$ cat src/rtl/ws2812b_rx.sv
// WS2812B single-wire receiver: recovers 24-bit GRB pixels from NRZ pulse widths,
// counts pixels per frame and flags glitches, stuck-high lines, torn pixels and overflow.
module ws2812b_rx #(
  parameter int NLEDS       = 64,
  parameter int TBIT_THRESH = 27,
  parameter int TGLITCH     = 6,
  parameter int THIGH_MAX   = 60,
  parameter int TRESET      = 2500
) (
  input  logic        CLOCK_50,
  input  logic        RESET_N,
  input  logic        GPIO,
  output logic        pix_valid,
  output logic [23:0] pix_grb,
  output logic [5:0]  pix_idx,
  output logic        frame_done,
  output logic [6:0]  frame_len,
  output logic        err,
  output logic [1:0]  err_code
);

  typedef enum logic [1:0] {SYNC, LOW, HIGH} state_t;

  localparam logic [11:0] TRESET_M1 = 12'(TRESET - 1);
  localparam logic [11:0] THIGH_M1  = 12'(THIGH_MAX - 1);
  localparam logic [11:0] TGLITCH_C = 12'(TGLITCH);
  localparam logic [11:0] TBIT_C    = 12'(TBIT_THRESH);
  localparam logic [6:0]  NLEDS_C   = 7'(NLEDS);

  state_t state, state_next;

  logic        sync_ff, din_s, din_d, rise, fall;
  logic [11:0] low_cnt, high_cnt;
  logic [4:0]  bit_cnt;
  logic [6:0]  pix_cnt;
  logic [22:0] shreg;
  logic        ovf_seen;

  logic sync_lock, gap, too_long, hi_fall, glitch, bit_ok, bit_val;
  logic word_done, pix_emit, ovf_hit, gap_err, gap_done;

  function automatic logic [11:0] sat_inc(input logic [11:0] v);
    return (v == 12'hFFF) ? v : v + 12'd1;
  endfunction

  // din_d is the line level the FSM works on; rise/fall are registered so they line up with it.
  always_ff @(posedge CLOCK_50) begin
    if (!RESET_N) begin
      sync_ff <= 1'b0;
      din_s   <= 1'b0;
      din_d   <= 1'b0;
      rise    <= 1'b0;
      fall    <= 1'b0;
    end else begin
      sync_ff <= GPIO;
      din_s   <= sync_ff;
      din_d   <= din_s;
      rise    <= din_s & ~din_d;
      fall    <= ~din_s & din_d;
    end
  end

  always_ff @(posedge CLOCK_50) begin
    if (!RESET_N) state <= SYNC;
    else          state <= state_next;
  end

  always_comb begin
    state_next = state;
    case (state)
      SYNC:    if (sync_lock) state_next = LOW;
      LOW:     if (rise) state_next = HIGH;
      HIGH: begin
        if (too_long || glitch) state_next = SYNC;
        else if (fall)          state_next = LOW;
      end
      default: state_next = SYNC;
    endcase
  end

  always_comb begin
    sync_lock = 1'b0;
    gap       = 1'b0;
    too_long  = 1'b0;
    hi_fall   = 1'b0;
    case (state)
      SYNC:    sync_lock = !din_d && (low_cnt == TRESET_M1);
      LOW:     gap       = !rise && (low_cnt == TRESET_M1);
      HIGH: begin
        too_long = !fall && (high_cnt == THIGH_M1);
        hi_fall  = fall;
      end
      default: ;
    endcase
    glitch    = hi_fall && (high_cnt < TGLITCH_C);
    bit_ok    = hi_fall && !glitch;
    bit_val   = (high_cnt >= TBIT_C);
    word_done = bit_ok && (bit_cnt == 5'd23);
    pix_emit  = word_done && (pix_cnt < NLEDS_C);
    ovf_hit   = word_done && (pix_cnt == NLEDS_C) && !ovf_seen;
    gap_err   = gap && (bit_cnt != 5'd0);
    gap_done  = gap && (pix_cnt != 7'd0);
  end

  // In SYNC low_cnt measures the quiet time needed before we trust the bit boundaries.
  always_ff @(posedge CLOCK_50) begin
    if (!RESET_N) begin
      low_cnt  <= '0;
      high_cnt <= '0;
      bit_cnt  <= '0;
      pix_cnt  <= '0;
      shreg    <= '0;
      ovf_seen <= 1'b0;
    end else begin
      case (state)
        SYNC: low_cnt <= din_d ? 12'd0 : sat_inc(low_cnt);
        LOW: begin
          if (rise) begin
            high_cnt <= 12'd1;
            low_cnt  <= 12'd0;
          end else begin
            low_cnt <= sat_inc(low_cnt);
          end
        end
        HIGH: begin
          if (fall) low_cnt  <= glitch ? 12'd0 : 12'd1;
          else      high_cnt <= sat_inc(high_cnt);
        end
        default: ;
      endcase
      if (bit_ok) begin
        shreg   <= {shreg[21:0], bit_val};
        bit_cnt <= word_done ? 5'd0 : bit_cnt + 5'd1;
      end
      if (pix_emit) pix_cnt  <= pix_cnt + 7'd1;
      if (ovf_hit)  ovf_seen <= 1'b1;
      if (sync_lock || gap) begin
        bit_cnt  <= '0;
        pix_cnt  <= '0;
        ovf_seen <= 1'b0;
      end
    end
  end

  always_ff @(posedge CLOCK_50) begin
    if (!RESET_N) begin
      pix_valid  <= 1'b0;
      pix_grb    <= '0;
      pix_idx    <= '0;
      frame_done <= 1'b0;
      frame_len  <= '0;
      err        <= 1'b0;
      err_code   <= '0;
    end else begin
      pix_valid  <= pix_emit;
      frame_done <= gap_done;
      err        <= glitch || too_long || gap_err || ovf_hit;
      if (pix_emit) begin
        pix_grb <= {shreg, bit_val};
        pix_idx <= pix_cnt[5:0];
      end
      if (gap_done) frame_len <= pix_cnt;
      if (glitch)        err_code <= 2'd0;
      else if (too_long) err_code <= 2'd1;
      else if (gap_err)  err_code <= 2'd2;
      else if (ovf_hit)  err_code <= 2'd3;
    end
  end

endmodule

$ cat config.mk
export PLATFORM = sky130hd
export DESIGN_NAME = ws2812b_rx
export DESIGN_NICKNAME = d
export VERILOG_FILES = /design/src/rtl/ws2812b_rx.sv
export SDC_FILE = /design/constraint.sdc
export NUM_CORES = 1
export LEC_CHECK = 0
export BUFFER_PORTS_ARGS = -buffer_cell sky130_fd_sc_hd__buf_2
export CORE_UTILIZATION = 30
export CTS_CLUSTER_DIAMETER = 150
export DETAILED_ROUTE_END_ITERATION = 6
export PLACE_DENSITY = 0.47
export SLEW_MARGIN = 20
export SYNTH_ARGS = -nofsm -noshare
export SYNTH_HDL_FRONTEND = slang
export SYNTH_SLANG_ARGS = --single-unit
$ cat constraint.sdc
create_clock -name CLOCK_50 -period 2.75 [get_ports CLOCK_50]
set_clock_uncertainty 0.2 [all_clocks]
set_input_delay 0.275 -clock CLOCK_50 [delete_from_list [all_inputs] [get_ports CLOCK_50]]
set_output_delay 0.275 -clock CLOCK_50 [all_outputs]
set_load 0.005 [all_outputs]
==> run summary <==
Max-cap viol count = 0
Status = complete, no violations
Fin util = 0.363
Post-synthesis sequential area ratio = 0.445
Syn-to-layout area delta = 18.0%
Initial antenna violation count = 0
Clk slew on worst S/H paths = 0.07 ns
Initial Util = 0.308
Max-slew headroom = 0.629
Share of layout cells above drive strength 1 = 0.157
Worst Hold Path Cells = 2
Largest delay share family, worst path = simple AND/OR/NAND/NOR gates
Worst Path Required = 2.83 ns
RSZ-0062 raised after global routing = false
Post-CTS Setup Bufs = 0
Root buffer cell = clkbuf_16
Total GRT Usage = 0.148
Die height = 130 um
Hold Path End = err$_SDFF_PN0_
Synth Net Count = 604
H-tree depth = 3
Hold Crit Class = input pin to flip-flop
Clock sink count = 109
Post-synth cell types = 58
PD cells = 528 mW/mm2
Residual DRC = 0
R2R setup slack = 0.33 ns
Cts bufs inserted = 9
TNS Setup = 0 ns
Max Buffers Root-to-Sink = 2
PortBufs = 44
Kind of end point of the critical path = flip-flop
Post-synth ARST share = 0
Via count = 4451
Crit path cell chain = or4_1 > or4_4 > a221oi_2 > mux2i_1
Worst Path Max Fanout = 6
Num ports = 45
Arr. time, crit path = 2.50 ns
Worst R2R Path Depth = 4
Worst VDD drop = 0.347 mV
RD Place Congestion = 0.825
Crit share post-route = 0.881
Drt pass-1 iters = 5
# setup viols final = 0
Final Hold Vio Count = 0
Final Slew Violations = 0
Clk_lat worst skew = 0.35 ns
Row count = 46
Mapped cell area = 0.00491 mm2
LEAKAGE = 0.00195 uW
Worst hold start = RESET_N
Hpwl dp = 8260 um
Die Area = 0.0169 mm2
Post-Synthesis Cells = 590
Slowest CP cell = or4_1
Final hold slack = 0.0847 ns
DR vias/cell = 5.27
Routed wire length = 12000 um
GRT overflow = 0
Final worst path period need = 2.42 ns
Wire per inst = 14.2 um
RR Endpoint = state[1]$_SDFFE_PN0P_
Yosys reg bits = 109
Avg Inst Size Synth = 8.32 um2
Die span in x = 130 um
Synth Flop Type = dfxtp_1
CP Class = flip-flop to flip-flop
Crit Reg-Reg Startpoint = high_cnt[6]$_SDFFE_PN0P_
Antenna Nets Post-Route = 0
Least-Margin Pin Slew = 0.549 ns
CTS tree = done
CP Buf/Inv Count = 0
Initial DRC Count = 400
# diodes = 0
CORE AREA = 0.0159 mm2
Final nets = 638
Peak per-stage delay on the critical path = 0.67 ns
Number of global-route vias before repair = 3927
Global-route wire length before repair = 19900 um
Post-synth EDFFs = 0
Pin count of the biggest net entering global routing = 55
Peak Freq = 0.413 GHz
Critical Path Source Type = flip-flop
Synth warn = 0
[report_power, final]
group | switching (uW) | internal (uW)
registers | 6.40 | 1580
logic | 35.0 | 17.0
clock network | 634 | 780
[flip-flops by register name, indices dropped and copies added (netlist names)]
signal / count
rise: 1
ovf_seen: 1
frame_len: 7
shreg: 23
pix_valid: 1
pix_idx: 6
state: 2
din_d: 1
sync_ff: 1
pix_grb: 24
fall: 1
pix_cnt: 7
low_cnt: 12
err: 1
din_s: 1
bit_cnt: 5
frame_done: 1
high_cnt: 12
err_code: 2
[area by class of cell]
type	count	area, um2
Fill cell	1672	10200
Multi-Input combinational cell	422	2500
Sequential cell	109	2180
Timing Repair Buffer	66	450
Tap cell	216	270
Clock buffer	11	253
Clock inverter	5	72.6
Inverter	16	60.1
[routing by layer]
| layer | vias up | part of all wire | wire (um) | GRT usage |
|---|---|---|---|---|
| met5 | - | 0 | 0 | 0 |
| met4 | 0 | 0.0093 | 112 | 0.0465 |
| met3 | 10 | 0.029 | 346 | 0.0299 |
| met2 | 72 | 0.45 | 5440 | 0.221 |
| met1 | 2126 | 0.51 | 6130 | 0.212 |
| li1 | 2243 | - | - | - |
[cells in the mapped netlist (all sizes together), types with 4 or more instances]
cell type    n  area share
or4         16       0.025
a21oi       85       0.087
o31ai       13       0.023
or3         10       0.013
nand3b       5      0.0077
clkbuf      33       0.025
o21ai       46       0.047
a211oi       7       0.011
mux2i        4      0.0082
buf         10       0.012
nor2        20       0.015
nand2       66       0.050
nand4       12       0.015
inv         16       0.012
nor3         7      0.0071
dfxtp      109        0.44
and2         7      0.0089
nor4        11       0.015
ha          11       0.028
nor2b        4      0.0051
nor3b        4      0.0061
nand3       45       0.046
a31oi        5      0.0064
[how the worst max path moves through the flow]
stage / from / end / slack [ns] / cells after the start
6_report: high_cnt[6]$_SDFFE_PN0P_ / state[1]$_SDFFE_PN0P_ / 0.33 / 4
2_1_floorplan: high_cnt[11]$_SDFFE_PN0P_ / state[1]$_SDFFE_PN0P_ / 0.47 / 5
3_3_place_gp: high_cnt[11]$_SDFFE_PN0P_ / state[1]$_SDFFE_PN0P_ / 0.36 / 4
4_1_cts: high_cnt[6]$_SDFFE_PN0P_ / state[1]$_SDFFE_PN0P_ / 0.33 / 4
5_1_grt: state[0]$_SDFFE_PN0P_ / high_cnt[8]$_SDFFE_PN0P_ / 0.19 / 6
3_5_place_dp: high_cnt[6]$_SDFFE_PN0P_ / state[1]$_SDFFE_PN0P_ / 0.35 / 4
[layout by cell type, fill, tap and decap left out, drive strengths merged, types with 4 or more instances in the layout]
| cell | netlist | final |
|---|---|---|
| a31oi | 5 | 5 |
| a21oi | 85 | 85 |
| nand3b | 5 | 5 |
| mux2i | 4 | 4 |
| or4 | 16 | 16 |
| clkbuf | 33 | 11 |
| nor3 | 7 | 7 |
| inv | 16 | 20 |
| o31ai | 13 | 13 |
| nand3 | 45 | 45 |
| or3 | 10 | 10 |
| nor2b | 4 | 4 |
| ha | 11 | 11 |
| o21ai | 46 | 46 |
| dfxtp | 109 | 109 |
| nand4 | 12 | 12 |
| buf | 10 | 65 |
| nor3b | 4 | 4 |
| nor2 | 20 | 20 |
| and2 | 7 | 7 |
| nand2 | 66 | 66 |
| nor4 | 11 | 11 |
| a211oi | 7 | 7 |
[through the flow]
| stage | total power (uW) | std cells | setup WS, ns | cell area, um2 |
|---|---|---|---|---|
| 6_report | 3050 | 845 | 0.327 | 5790 |
| 5_1_grt | 3180 | 845 | 0.194 | 5790 |
| 4_1_cts | 3100 | 845 | 0.328 | 5790 |
| 3_5_place_dp | 1680 | 828 | 0.347 | 5450 |
| 3_3_place_gp | 1680 | 828 | 0.362 | 5450 |
| 2_1_floorplan | 1660 | 590 | 0.473 | 4910 |
[logic make-up (layout without fill, tap and decap cells)]
logic type / count (synthesis) / after routing / share of synthesized area
muxes: 5 / 5 / 0.0105
and+or+nand+nor: 228 / 228 / 0.250
AOI/OAI and AO/OA: 178 / 178 / 0.217
DFF: 109 / 109 / 0.445
buffers and inverters: 59 / 98 / 0.0495
adders and majority gates: 11 / 11 / 0.0281
[what timing repair did]
item | in CTS | in global routing
endpoints found under the hold margin | 1 | 0
resized for setup | 0 | 0
hold buffers | 1 | 0
(Power assumes the default switching activity.)
